### config.mk
export PLATFORM = sky130hd
export DESIGN_NAME = ws2812_frame_transmitter
export DESIGN_NICKNAME = d
export VERILOG_FILES = /design/src/rtl/ws2812_pkg.sv /design/src/rtl/ws2812_bit_encoder.sv /design/src/rtl/ws2812_frame_transmitter.sv
export SDC_FILE = /design/constraint.sdc
export NUM_CORES = 1
export LEC_CHECK = 0
export CAP_MARGIN = 25
export CORE_MARGIN = 2
export CORE_UTILIZATION = 25
export CTS_BUF_LIST = sky130_fd_sc_hd__clkbuf_16
export DETAILED_ROUTE_END_ITERATION = 8
export DONT_BUFFER_PORTS = 1
export PLACE_DENSITY = 0.47
export SLEW_MARGIN = 15
export SYNTH_ARGS = -nofsm -noshare
export SYNTH_HDL_FRONTEND = slang
export SYNTH_SLANG_ARGS = --single-unit
export TNS_END_PERCENT = 100
### constraint.sdc
create_clock -name clk -period 3.15 [get_ports clk]
set_input_delay 0.315 -clock clk [delete_from_list [all_inputs] [get_ports clk]]
set_output_delay 0.315 -clock clk [all_outputs]
set_load 0.02 [all_outputs]
### src/rtl/ws2812_pkg.sv
// ws2812_pkg
//  Shared definitions for the WS2812 frame transmitter:
//   - state_t     : frame FSM states
//   - COLOR_BITS  : bits per LED word (G,R,B x 8)
//   - DEF_*       : default timing for a 50MHz system clock
package ws2812_pkg;

   typedef enum logic [1:0] {
      IDLE,
      PREP,
      SEND,
      LATCH
   } state_t;

   localparam int unsigned COLOR_BITS = 24;

   localparam int unsigned DEF_MAX_POS      = 16;
   localparam int unsigned DEF_T0H_CYCLES   = 18;    // 0.36us
   localparam int unsigned DEF_T1H_CYCLES   = 35;    // 0.70us
   localparam int unsigned DEF_BIT_CYCLES   = 63;    // 1.26us
   localparam int unsigned DEF_RESET_CYCLES = 15000; // 300us

endpackage

### src/rtl/ws2812_bit_encoder.sv
// ws2812_bit_encoder
//  Produces one WS2812 bit waveform per start request: data_out is high for T0H_CYCLES
//  ('0') or T1H_CYCLES ('1'), then low until BIT_CYCLES have elapsed. A start asserted in
//  the bit_last cycle chains the next bit with no gap.
// Ports
//  clk       in   system clock
//  reset_n   in   asynchronous active-low reset
//  start     in   begin a new bit on the next cycle
//  bit_val   in   value of the bit to send, sampled with start
//  data_out  out  registered serial data
//  bit_last  out  current cycle is the last one of the running bit period
module ws2812_bit_encoder
   import ws2812_pkg::*;
#(
   parameter int unsigned T0H_CYCLES = DEF_T0H_CYCLES,
   parameter int unsigned T1H_CYCLES = DEF_T1H_CYCLES,
   parameter int unsigned BIT_CYCLES = DEF_BIT_CYCLES
) (
   input  logic clk,
   input  logic reset_n,
   input  logic start,
   input  logic bit_val,
   output logic data_out,
   output logic bit_last
);

   localparam int unsigned CW = $clog2(BIT_CYCLES);
   localparam logic [CW-1:0] LAST_CNT = CW'(BIT_CYCLES - 1);
   localparam logic [CW-1:0] T0H      = CW'(T0H_CYCLES);
   localparam logic [CW-1:0] T1H      = CW'(T1H_CYCLES);

   logic [CW-1:0] cnt_q, cnt_d;
   logic          bit_q, bit_d;
   logic          run_q, run_d;
   logic          data_q, data_d;
   logic [CW-1:0] high_len;

   assign high_len = bit_q ? T1H : T0H;
   assign bit_last = run_q && (cnt_q == LAST_CNT);
   assign data_out = data_q;

   // cnt_q is the cycle index within the bit that data_q currently shows, so the
   // output is computed one cycle ahead from the next index.
   always_comb begin
      cnt_d  = cnt_q;
      bit_d  = bit_q;
      run_d  = run_q;
      data_d = 1'b0;
      if (start) begin
         cnt_d  = '0;
         bit_d  = bit_val;
         run_d  = 1'b1;
         data_d = 1'b1;
      end else if (run_q) begin
         if (cnt_q == LAST_CNT) begin
            run_d = 1'b0;
         end else begin
            cnt_d  = cnt_q + 1'b1;
            data_d = (cnt_d < high_len);
         end
      end
   end

   always_ff @(posedge clk or negedge reset_n) begin
      if (!reset_n) begin
         cnt_q  <= '0;
         bit_q  <= 1'b0;
         run_q  <= 1'b0;
         data_q <= 1'b0;
      end else begin
         cnt_q  <= cnt_d;
         bit_q  <= bit_d;
         run_q  <= run_d;
         data_q <= data_d;
      end
   end

endmodule

### src/rtl/ws2812_frame_transmitter.sv
// ws2812_frame_transmitter
//  Walks current_led over 0..MAX_POS-1, samples the GRB intensities returned by the
//  display unit and serialises each 24-bit word MSB first onto the WS2812 data line,
//  followed by a low latch period. Requests arriving while busy coalesce into one
//  pending frame that starts straight after the latch.
// Ports
//  clk                  in   system clock
//  reset_n              in   asynchronous active-low reset
//  update_frame         in   one-cycle frame request
//  led_green_intensity  in   G for the LED at current_led
//  led_red_intensity    in   R for the LED at current_led
//  led_blue_intensity   in   B for the LED at current_led
//  current_led          out  LED index presented to the display unit
//  busy                 out  frame in progress (PREP, SEND or LATCH)
//  frame_done           out  pulse in the last latch cycle
//  data_out             out  WS2812 serial data
module ws2812_frame_transmitter
   import ws2812_pkg::*;
#(
   parameter int unsigned MAX_POS      = DEF_MAX_POS,
   parameter int unsigned T0H_CYCLES   = DEF_T0H_CYCLES,
   parameter int unsigned T1H_CYCLES   = DEF_T1H_CYCLES,
   parameter int unsigned BIT_CYCLES   = DEF_BIT_CYCLES,
   parameter int unsigned RESET_CYCLES = DEF_RESET_CYCLES
) (
   input  logic                       clk,
   input  logic                       reset_n,
   input  logic                       update_frame,
   input  logic [7:0]                 led_green_intensity,
   input  logic [7:0]                 led_red_intensity,
   input  logic [7:0]                 led_blue_intensity,
   output logic [$clog2(MAX_POS)-1:0] current_led,
   output logic                       busy,
   output logic                       frame_done,
   output logic                       data_out
);

   localparam int unsigned LW  = $clog2(MAX_POS);
   localparam int unsigned TW  = $clog2(RESET_CYCLES + 1);
   localparam int unsigned BW  = $clog2(COLOR_BITS);
   localparam int unsigned MSB = COLOR_BITS - 1;

   localparam logic [LW-1:0] LAST_LED   = LW'(MAX_POS - 1);
   localparam logic [TW-1:0] LATCH_LOAD = TW'(RESET_CYCLES - 1);
   localparam logic [BW-1:0] FIRST_BIT  = BW'(COLOR_BITS - 1);
   localparam logic [BW-1:0] BIT_ONE    = BW'(1);

   state_t                state_q, state_d;
   logic [COLOR_BITS-1:0] shreg_q, shreg_d;
   logic [BW-1:0]         bit_cnt_q, bit_cnt_d;
   logic [LW-1:0]         led_q, led_d;
   logic [TW-1:0]         latch_q, latch_d;
   logic                  pending_q, pending_d;

   logic                  enc_start;
   logic                  enc_bit;
   logic                  bit_last;
   logic [COLOR_BITS-1:0] grb;

   assign grb         = {led_green_intensity, led_red_intensity, led_blue_intensity};
   assign current_led = led_q;
   assign busy        = (state_q != IDLE);

   ws2812_bit_encoder #(
      .T0H_CYCLES(T0H_CYCLES),
      .T1H_CYCLES(T1H_CYCLES),
      .BIT_CYCLES(BIT_CYCLES)
   ) u_bit_encoder (
      .clk     (clk),
      .reset_n (reset_n),
      .start   (enc_start),
      .bit_val (enc_bit),
      .data_out(data_out),
      .bit_last(bit_last)
   );

   always_comb begin
      state_d    = state_q;
      shreg_d    = shreg_q;
      bit_cnt_d  = bit_cnt_q;
      led_d      = led_q;
      latch_d    = latch_q;
      pending_d  = pending_q;
      enc_start  = 1'b0;
      enc_bit    = 1'b0;
      frame_done = 1'b0;

      if (update_frame && (state_q != IDLE)) begin
         pending_d = 1'b1;
      end

      unique case (state_q)
         IDLE: begin
            led_d = '0;
            if (update_frame) begin
               state_d = PREP;
            end
         end

         PREP: begin
            enc_start = 1'b1;
            enc_bit   = grb[MSB];
            shreg_d   = grb;
            bit_cnt_d = FIRST_BIT;
            state_d   = SEND;
         end

         SEND: begin
            if (bit_last) begin
               if (bit_cnt_q != '0) begin
                  // Rotate rather than shift; the wrapped bits are never sent.
                  enc_start = 1'b1;
                  enc_bit   = shreg_q[MSB-1];
                  shreg_d   = {shreg_q[MSB-1:0], shreg_q[MSB]};
                  bit_cnt_d = bit_cnt_q - 1'b1;
                  // Advance the index as bit 0 begins so the display unit has a whole
                  // bit period to settle before the reload.
                  if (bit_cnt_q == BIT_ONE) begin
                     if (led_q == LAST_LED) begin
                        led_d = '0;
                     end else begin
                        led_d = led_q + 1'b1;
                     end
                  end
               end else if (led_q == '0) begin
                  // Index already wrapped: the word just sent belonged to the last LED.
                  state_d = LATCH;
                  latch_d = LATCH_LOAD;
               end else begin
                  enc_start = 1'b1;
                  enc_bit   = grb[MSB];
                  shreg_d   = grb;
                  bit_cnt_d = FIRST_BIT;
               end
            end
         end

         LATCH: begin
            if (latch_q == '0) begin
               frame_done = 1'b1;
               // A request landing in this very cycle still earns a follow-on frame.
               if (pending_q || update_frame) begin
                  state_d   = PREP;
                  pending_d = 1'b0;
               end else begin
                  state_d = IDLE;
               end
            end else begin
               latch_d = latch_q - 1'b1;
            end
         end

         default: begin
            state_d = IDLE;
         end
      endcase
   end

   always_ff @(posedge clk or negedge reset_n) begin
      if (!reset_n) begin
         state_q   <= IDLE;
         shreg_q   <= '0;
         bit_cnt_q <= '0;
         led_q     <= '0;
         latch_q   <= '0;
         pending_q <= 1'b0;
      end else begin
         state_q   <= state_d;
         shreg_q   <= shreg_d;
         bit_cnt_q <= bit_cnt_d;
         led_q     <= led_d;
         latch_q   <= latch_d;
         pending_q <= pending_d;
      end
   end

endmodule

Word level (Yosys, flattened, before mapping). Index checks and enable logic that the tools add are counted.

$add $sub $neg: 4. $lt $le $gt $ge: 1. Equal/unequal tests: 16. Multiplexer cells: 49. Reduce and logical (&&, ||, !) cells: 17.

Operators by type and width (number): two-way mux 24 bit (3); two-way mux 14 bit (4); case mux 24 bit (2 select lines) (1); case mux 14 bit (2 select lines) (1); two-way mux 6 bit (4); two-way mux 1 bit (19); inequality test 2 bit (second input constant) (9); two-way mux 4 bit (4); two-way mux 5 bit (3); zero test 14 bit (1); subtractor 14 x 1 -> 14 bit (second input constant) (1); two-way mux 2 bit (5); case mux 5 bit (2 select lines) (1); AND reduction 5 bit (2); nonzero test 2 bit (5); case mux 2 bit (4 select lines) (1); case mux 4 bit (2 select lines) (1); adder 6 x 1 -> 6 bit (second input constant) (1); equality test 6 bit (second input constant) (1); < comparator 6 bit (1); equality test 5 x 1 -> 1 bit (second input constant) (1); nonzero test 5 bit (1); subtractor 5 x 1 -> 5 bit (second input constant) (1); adder 4 x 1 -> 4 bit (second input constant) (1); 12 further kinds (15).

Register bits: 59. Input port bits: 27. Output and inout port bits: 7. Word-level logic and storage cells: 97.

Longest topological paths before layout. Gate-level depths: netlist of the first run.

Depth in word-level cells: 7. Mapped depth: 9. Mapped depth without buffers: 7.

By module. Synthesis of the first run repeated with hierarchy kept, for this count alone.

Cells, all modules: 379. Area total of the unflattened synthesis: 3578.4 µm².

By module, submodules not included: ws2812_frame_transmitter (instances 1, cells an instance 322, area an instance 2970.3 µm², sequential area each 1251.2 µm²); ws2812_bit_encoder (instances 1, cells an instance 57, area an instance 608.1 µm², sequential area each 225.2 µm²).

Worst setup path after synthesis of the first run. OpenSTA, ideal clock, no wires.

Path kind: register to register. Start point: reg bit_cnt_q[0]. End point: reg latch_q[6]. Setup time: 0.066 ns. Arrival time: 2.527 ns. Data required time: 3.084 ns. Path slack: 0.557 ns. Stages on the path, launching flop included: 10. Path buffers: 2. Clock period less this slack: 2.593 ns. Cell sequence: dfrtp_1 inv_1 ha_1 or4b_1 clkbuf_1 or4b_4 buf_6 a21o_1 or4_1 nand2_1.

Word-level cells in the longest chain between the ends: 3.

Ends and longest elaborated chain: start, declared (RTL line ws2812_frame_transmitter.sv:50) `logic [BW-1:0] bit_cnt_q, bit_cnt_d;`; start signal, assigned (RTL line ws2812_frame_transmitter.sv:170) `bit_cnt_q <= bit_cnt_d;`; nonzero test 5 bit (RTL line ws2812_frame_transmitter.sv:110) `if (bit_cnt_q != '0) begin`; inequality test 2 bit (no line); AND reduction 5 bit (no line); end signal, assigned (RTL line ws2812_frame_transmitter.sv:172) `latch_q <= latch_d;`; end, declared (RTL line ws2812_frame_transmitter.sv:52) `logic [TW-1:0] latch_q, latch_d;`.

No other way between the ends. A chain may end at the register's enable or synchronous reset.

Final worst setup path of the first run.
Start point: reg led_q[0] (netlist: current_led[0]). End point: reg latch_q[6].

Word-level cells in the longest chain between the ends: 3.

Ends and longest elaborated chain: start, declared (RTL line ws2812_frame_transmitter.sv:51) `logic [LW-1:0] led_q, led_d;`; start signal, assigned (RTL line ws2812_frame_transmitter.sv:171) `led_q <= led_d;`; zero test 4 bit (RTL line ws2812_frame_transmitter.sv:125) `end else if (led_q == '0) begin`; inequality test 2 bit (no line); AND reduction 5 bit (no line).

No other way between the ends.

==> reports/results.txt, run 1 <==
The Yosys step of the flow raised 0 warnings. After clock tree synthesis, the clock-pin slew on the worst setup and hold paths is 0.05 ns. The post-route netlist has 7.84% of its cells at a drive strength greater than 1.

Counting every sink on the clock net gives 59. The floorplan step defined a core boundary enclosing 0.0127 mm^2. The dominant combinational cell family by area after synthesis was simple AND/OR/NAND/NOR gates. In this run, CTS created clock tree buffers numbering 9. The headroom to the max-slew limit is 56.6%, and the horizontal extent of the die is 119 um.

Entering global routing, the biggest net connects 60 pins. TritonCTS built the clock tree. The average wire per cell in the routed design is 13.7 um, and the synthesized area is 0.00328 mm^2.

The count of maximum capacitance violations is 0, and the number of port buffers is 0. For the number of different library cells in the post-synthesis netlist, the log shows 49. Summed over its instances, the top area cell type makes up 45.0% of the synthesized netlist area. After global routing the overflow that remains totals 0.

The proportion of synthesized area in mux cells is 7.96%. After the last flow step, the layout net total stands at 394. Number of hold violations in the final report: 0. The detailed router finished its first iteration with 220 violations. The routed via count divided by cell count is 4.75, and the area enclosed by the die boundary is 0.0141 mm^2. The length of the first detailed-routing pass in iterations was 4; the power density over the cells was 983 mW/mm^2.

On the worst path, the slowest cell contributes a delay of 0.61 ns. The placer congestion estimate came out at 0.786. The end-of-flow core utilization is 30.3%. The post-CTS setup buffer count came out at 0. After global routing, the most crowded layer is met2. After Yosys synthesis, and, or, nand and nor cells account for 19.4% of the synthesized area.

Of all cell types, the one taking the most synthesized area is dfrtp_1. CTS placed an instance of clkbuf_16 at the clock tree root. Counting every net in the synthesized netlist gives 390. The worst hold-check path type was input port to flop. The logs give 0.33 ns for the insertion delay to the later sink of the worst-skew pair and 3.41 ns for the data required time of the critical path. The run gives 4950 um as the post-DP HPWL. In this run the count of I/O pins placed on the die edge is 34. The most common flop cell mapped by yosys is dfrtp_1. The tools report the critical path launch point type as a flop. The count of flip-flops with a built-in enable after synthesis is 0, and the number of pins exceeding their max-slew limit in the final report is 0.

By area the synthesized netlist is led by dfrtp_1, mux2i_1, o21ai_0, ha_1, nand2_1. Global routing consumed, on the met2 layer, 16.3% of the routing resources. For this configuration, the core starts out at a cell density of 25.8%.

For this run, the register share of the synthesized area comes to 45.0%. The design draws 0.00379 W. The flip-flop and latch count after synthesis was 59. By count the netlist is led by dfrtp_1, nand2_1, o21ai_0. Synthesized-area fraction occupied by xor and xnor cells: 4.00%. The setup path with the least slack is of type flop to flop.

Along the worst path, the maximum fanout reaches 11. The average cell area after synthesis works out to 9.43 um^2. The final critical path takes up 86.6% of the cycle. Across the VDD grid, the largest voltage drop is 0.000311 V. The synthesized netlist devotes 5.72% of its cell area to adder and majority cells.

For the cell total after placement, the log shows 511. The category of cells accounting for the largest share of critical-path delay is simple AND/OR/NAND/NOR gates. The compound-cell area share of the yosys netlist came out at 14.4%. The run gives 1.72 nW as the total leakage power. Clock period minus final worst setup slack: 2.73 ns. In the routed design, unresolved DRC markers number 0.

After detailed routing, the total wire length is 7250 um. The tools report the antenna violation net count after detailed routing as 0. Among all stages on the critical path, the largest delay is contributed by or4b_4.

The tools report the met1 track utilization from global routing as 15.0%. The cell count after synthesis is 348, and the maximum operating frequency is 0.367 GHz. The logs give 12,700 um for the wire length of the first global-routing pass and 0.422 ns for the setup slack of the critical path after layout. Once layout is complete, the cells apart from fillers number 529.

Cell with the most instances after synthesis: dfrtp_1. The H-tree level count was 3; the via total after detailed routing was 2,513. In the global route stage, met3 resource usage came out at 5.21%.

The tools report the summed negative setup slack over all endpoints as 0 ns. Setup repair after global routing left no endpoint under its margin. The height of the chip works out to 119 um.

The run gives 2.99 ns as the worst endpoint data arrival time. The run finished with clean final reports. The post-synthesis to final-layout area growth was 17.4%; the share of synthesized registers carrying an async set or reset was 100%. Count of buffer and inverter cells on the critical path: 1.

Post-CTS repair changed the size of 0 cells. Global routing used 11.4% of the available tracks across all layers. The actual slew at the worst max-slew pin is 0.649 ns, and the total number of placement rows is 41.

The setup slack after placement was 0.463 ns. The number of antenna diodes in the final layout is 0. The tools report the total of endpoints with negative setup slack in the final report as 0.

The run gives 2,526 as the number of global-route vias before repair. The number of antenna violations at the first check in global routing is 0. STA classifies the critical path endpoint as a flop. The maximum clock skew at final layout is 0.00760 ns, and the buffer depth of the longest clock path is 2. The critical path goes through inv_1, ha_1, nor3b_1, or4b_4, a21o_1, or4_1, nand2_1.
metrics by stage:
stage / cell area (um^2) / hold WS, ns
final: 3850 / 0.159
after detailed placement: 3470 / 0.0222
after floorplan: 3280 / 0.0194
after global placement: 3470 / 0.0217
after global routing: 3850 / 0.159
after CTS: 3850 / 0.144
cells in the final DEF, fill, tap and decap left out, types with 9 or more instances in the layout:
cell and count:
dfrtp_1 59, nand2_1 48, o21ai_0 38, nor2_1 27, mux2i_1 25, inv_1 15, ha_1 15, xnor2_1 11
a21oi_1 10, a211oi_1 10, nand4_1 9, clkbuf_16 9
metal layers:
metal | share of wire [%] | routed length, um | vias up
li1 | - | - | 1251
met1 | 48 | 3490 | 1193
met2 | 43 | 3110 | 61
met3 | 7.4 | 540 | 8
met4 | 1.6 | 113 | 0
met5 | 0 | 0 | -
cells by family (layout without fill, tap and decap cells):
kind of cell             Yosys count  count (layout)
AO/OA/AOI/OAI                     78              78
XOR/XNOR                          15              15
adder cells (fa/ha/maj)           15              15
buffers and inverters             28              37
flip-flops                        59              59
multiplexers                      26              26
AND/OR/NAND/NOR                  127             127
registers in the layout, indices dropped and copies added (netlist names):
| register | cells |
|---|---|
| bit_cnt_q | 5 |
| current_led | 4 |
| latch_q | 14 |
| pending_q | 1 |
| shreg_q | 24 |
| state_q | 2 |
| u_bit_encoder.bit_q | 1 |
| u_bit_encoder.cnt_q | 6 |
| u_bit_encoder.data_out | 1 |
| u_bit_encoder.run_q | 1 |
cell type report:
class / instances / area (um^2)
sequential: 59 / 1480
inverter: 15 / 56.3
fill: 1375 / 8870
timing repair buffer: 6 / 67.6
tap: 172 / 215
clock buffer: 9 / 225
multi-input combinational: 261 / 1700
clock inverter: 7 / 116
worst paths after layout:
check / start / to / slack, ns / cells past startpoint
min: update_frame / pending_q / 0.16 / 2
max: current_led[0] / latch_q[6] / 0.42 / 7
max reg2reg: current_led[0] / latch_q[6] / 0.42 / 7
max in group asynchronous: reset_n / pending_q / 2.37 / 2
min in group asynchronous: reset_n / shreg_q[2] / 0.51 / 2
min reg2reg: shreg_q[9] / shreg_q[9] / 0.48 / 2
where the power goes:
| part | switching, W | internal (W) | leakage, nW |
|---|---|---|---|
| Clock | 0.000355 | 0.000770 | 0.165 |
| Combinational | 0.000752 | 0.000551 | 0.838 |
| Sequential | 0.000289 | 0.00107 | 0.716 |
| Total | 0.00140 | 0.00239 | 1.72 |
timing repair:
item,in CTS,in global routing
setup endpoints to repair,0,0
hold buffers,2,0
endpoints found under the hold margin,59,0
Note: power is estimated with default switching activity, not from simulation.
==> run 2, diff against run 1 <==
--- a/config.mk
+++ b/config.mk
@@ -11,7 +11,8 @@
 export CTS_BUF_LIST = sky130_fd_sc_hd__clkbuf_16
 export DETAILED_ROUTE_END_ITERATION = 8
 export DONT_BUFFER_PORTS = 1
-export PLACE_DENSITY = 0.47
+export GPL_TIMING_DRIVEN = 0
+export PLACE_DENSITY = 0.49
 export SLEW_MARGIN = 15
 export SYNTH_ARGS = -nofsm -noshare
 export SYNTH_HDL_FRONTEND = slang
==> constraint.sdc (replaced) <==
create_clock -name clk -period 2.47 [get_ports clk]
set_input_delay 0.247 -clock clk [delete_from_list [all_inputs] [get_ports clk]]
set_output_delay 0.247 -clock clk [all_outputs]
set_load 0.02 [all_outputs]
==> run 2 against run 1 <==
Cell area is 3.9% higher. Non-clock buffer count is 15 higher. Utilization is 1.2 points higher. Routed wire length is 5.6% higher. Final cell count is 3.0% higher. Largest cell class unchanged. Critical path type unchanged.
==> reports/results.txt, run 2 (synthesis gave the netlist of run 1 again) <==
The flow ran to the end, and the final reports show no timing, DRC or antenna violations. In this run the tool buffered the top-level ports with 0 buffer cells. The logs give 2.73 ns for the worst endpoint data arrival time and 0 for the number of hold violations in the final report. The critical path goes through inv_2, ha_4, or4b_4, or4b_4, buf_6, a21o_4, or4_4, nand2_1. For the overall routed net length, the log shows 7660 um. In the final design database the tool counted 410 nets. Routability-driven placement finished with a final weighted congestion of 0.781. For the aggregate global-route resource usage, the log shows 11.3%. The placed instances occupy a cell area of 0.00350 mm^2. The highest cell delay on the worst timing path is 0.50 ns.

Once the floorplan was initialized, standard cells occupied 25.8% of the core. Detailed routing inserted a total of 2,610 vias. The remaining global-route overflow is 0.

The data required time of the critical path was 2.74 ns. The worst setup path is captured at a flop. The tree built by TritonCTS fans out to 59 sinks.

The post-synthesis to final-layout area growth works out to 22.0%. The share of the cycle needed by the critical path after routing was 99.6%. The core footprint came out at 0.0127 mm^2.

In this run the static leakage power is 1.75 nW. The flip-flop count of the largest register, all copies and words added works out to 24. The tools report the H-tree level count as 3. Across the routed clock network, the largest skew measured is 0.00913 ns. The finished layout holds 545 standard cells, fillers aside.

Row generation in the floorplan step produced 41 rows. The largest register by flop count is shreg_q. Slowest cell on the critical path: or4b_4. The later pin in the worst-skew pair is clocked with a latency of 0.33 ns.

The total chip power came out at 0.00471 W. The largest registers in the layout are shreg_q: 24 flops, latch_q: 14 flops, u_bit_encoder.cnt_q: 6 flops. In this run, placement finished with an instance count of 520. After the first detailed-routing iteration, the DRC count stood at 96. The most frequent cell on the critical path is or4b_4.

The horizontal extent of the die is 119 um. The tools report the clock root buffer as clkbuf_16. VDD sags by at most 0.000621 V. Timing would allow up to 0.406 GHz. The antenna violation net count after detailed routing is 0.

The run gives 9 as the total CTS buffers. Class of the most critical setup path: flop to flop. The layout has 1,373 filler cells. The average wire per cell in the routed design came out at 14.0 um. The register area is 0.00148 mm^2. The number of top-level pins is 34. Post-DP HPWL: 5210 um. The tools report the buffer depth of the longest clock path as 2. Setup repair after global routing could not meet its margin everywhere. The floorplan step set the die height to 119 um. The largest net degree at the start of global routing was 60. For the pin with the worst max-slew slack, the measured transition is 0.854 ns.

Number of global-route vias before repair: 2,667. The routed via count divided by cell count was 4.79. Clock-pin slew was measured on the worst setup and hold paths at 0.06 ns. In the final layout, the multi-input gates occupy 0.00180 mm^2. The tools report the final hold slack as 0.0974 ns. Leaving out fill and tap cells, the most frequent cell in the layout is dfrtp_1. The count of maximum capacitance violations is 0. The top cell types in the final layout, fill and taps aside, are dfrtp_1, nand2_1, o21ai_0.

Setup violations remaining at the end of the flow were counted as 0. The worst path needs 2.46 ns of the cycle, external delays included. TritonCTS built the clock tree. The area enclosed by the die boundary was 0.0141 mm^2. The number of pins exceeding their max-slew limit in the final report came out at 0. The worst hold-check path type was input port to flop. The worst pin sits at a relative slew slack of 42.6%. The post-route netlist has 15.0% of its cells at a drive strength greater than 1. The first global-routing pass estimated 12,900 um of wire. Before antenna repair, the detailed router went through 4 iterations. Of all nets on the critical path, the largest fanout is 6. 0 antenna diodes ended up in the layout. The post-layout instance area was 0.00401 mm^2; the remaining design rule violation count was 0. Number of antenna violations at the first check in global routing: 0. The tools report the critical path launch point type as a flop. Dividing total power by cell area gives a power density of 1180 mW/mm^2.
run 2: cell count changes in the layout (fill, tap and decap cells not counted), sizes merged:
cell / change
a21o: +1
buf: +7
clkbuf: +8
clkinv: +2
bufinv: -2
run 2: cell type report:
cell class	count	area share (%)
clock inverter	7	1.72
multi-input combinational	262	44.9
inverter	15	1.41
tap	172	5.37
buffer	9	1.22
clock buffer	9	5.62
timing repair buffer	12	2.81
sequential	59	36.9
run 2: worst paths after layout:
path | from | endpoint | slack [ns] | depth (start not counted)
worst max-delay path | bit_cnt_q[0] | latch_q[6] | 0.009 | 8
worst min-delay path | led_green_intensity[7] | u_bit_encoder.bit_q | 0.1 | 2
worst max register to register | bit_cnt_q[0] | latch_q[6] | 0.009 | 8
worst min register to register | shreg_q[13] | shreg_q[13] | 0.48 | 2
max in group asynchronous | reset_n | current_led[1] | 1.74 | 2
min in group asynchronous | reset_n | shreg_q[14] | 0.44 | 2
run 2: routing by layer:
metal	GRT usage [%]	up-vias	wire length, um
met4	3.27	0	76
met3	4.44	8	444
met5	0	-	0
li1	-	1288	-
met2	17.8	42	3540
met1	14.2	1272	3600
run 2: timing repair:
action,CTS,global route
pin swaps,0,1
endpoints found under the hold margin,59,0
resized for setup,11,15
endpoints found under the setup margin,40,25
gates cloned,1,0
hold buffers,2,0
buffers inserted,6,4
run 2: critical path, delay by kind of cell, from the launching register on:
family	cells	cell delay (ns)
buf+inv	2	0.24
simple gates	4	1.43
flops	1	0.39
fa+ha+maj	1	0.12
compound gates	1	0.21
run 2: stage by stage:
step	setup slack (ns)	TNS, ns	utilization [%]
floorplan	-0.0469	-0.0835	-
global placement	-0.259	-4.45	27.5
detailed placement	-0.316	-6.55	27.5
CTS	0.000849	0	30.8
global route	-0.0775	-0.573	31.5
finish	0.00916	0	31.5
run 2: power breakdown:
| group | total [W] | switching (W) | internal (W) |
|---|---|---|---|
| clock | 0.00123 | 0.000450 | 0.000775 |
| sequential | 0.00173 | 0.000366 | 0.00136 |
| combinational | 0.00176 | 0.00102 | 0.000737 |
| total | 0.00471 | 0.00184 | 0.00288 |
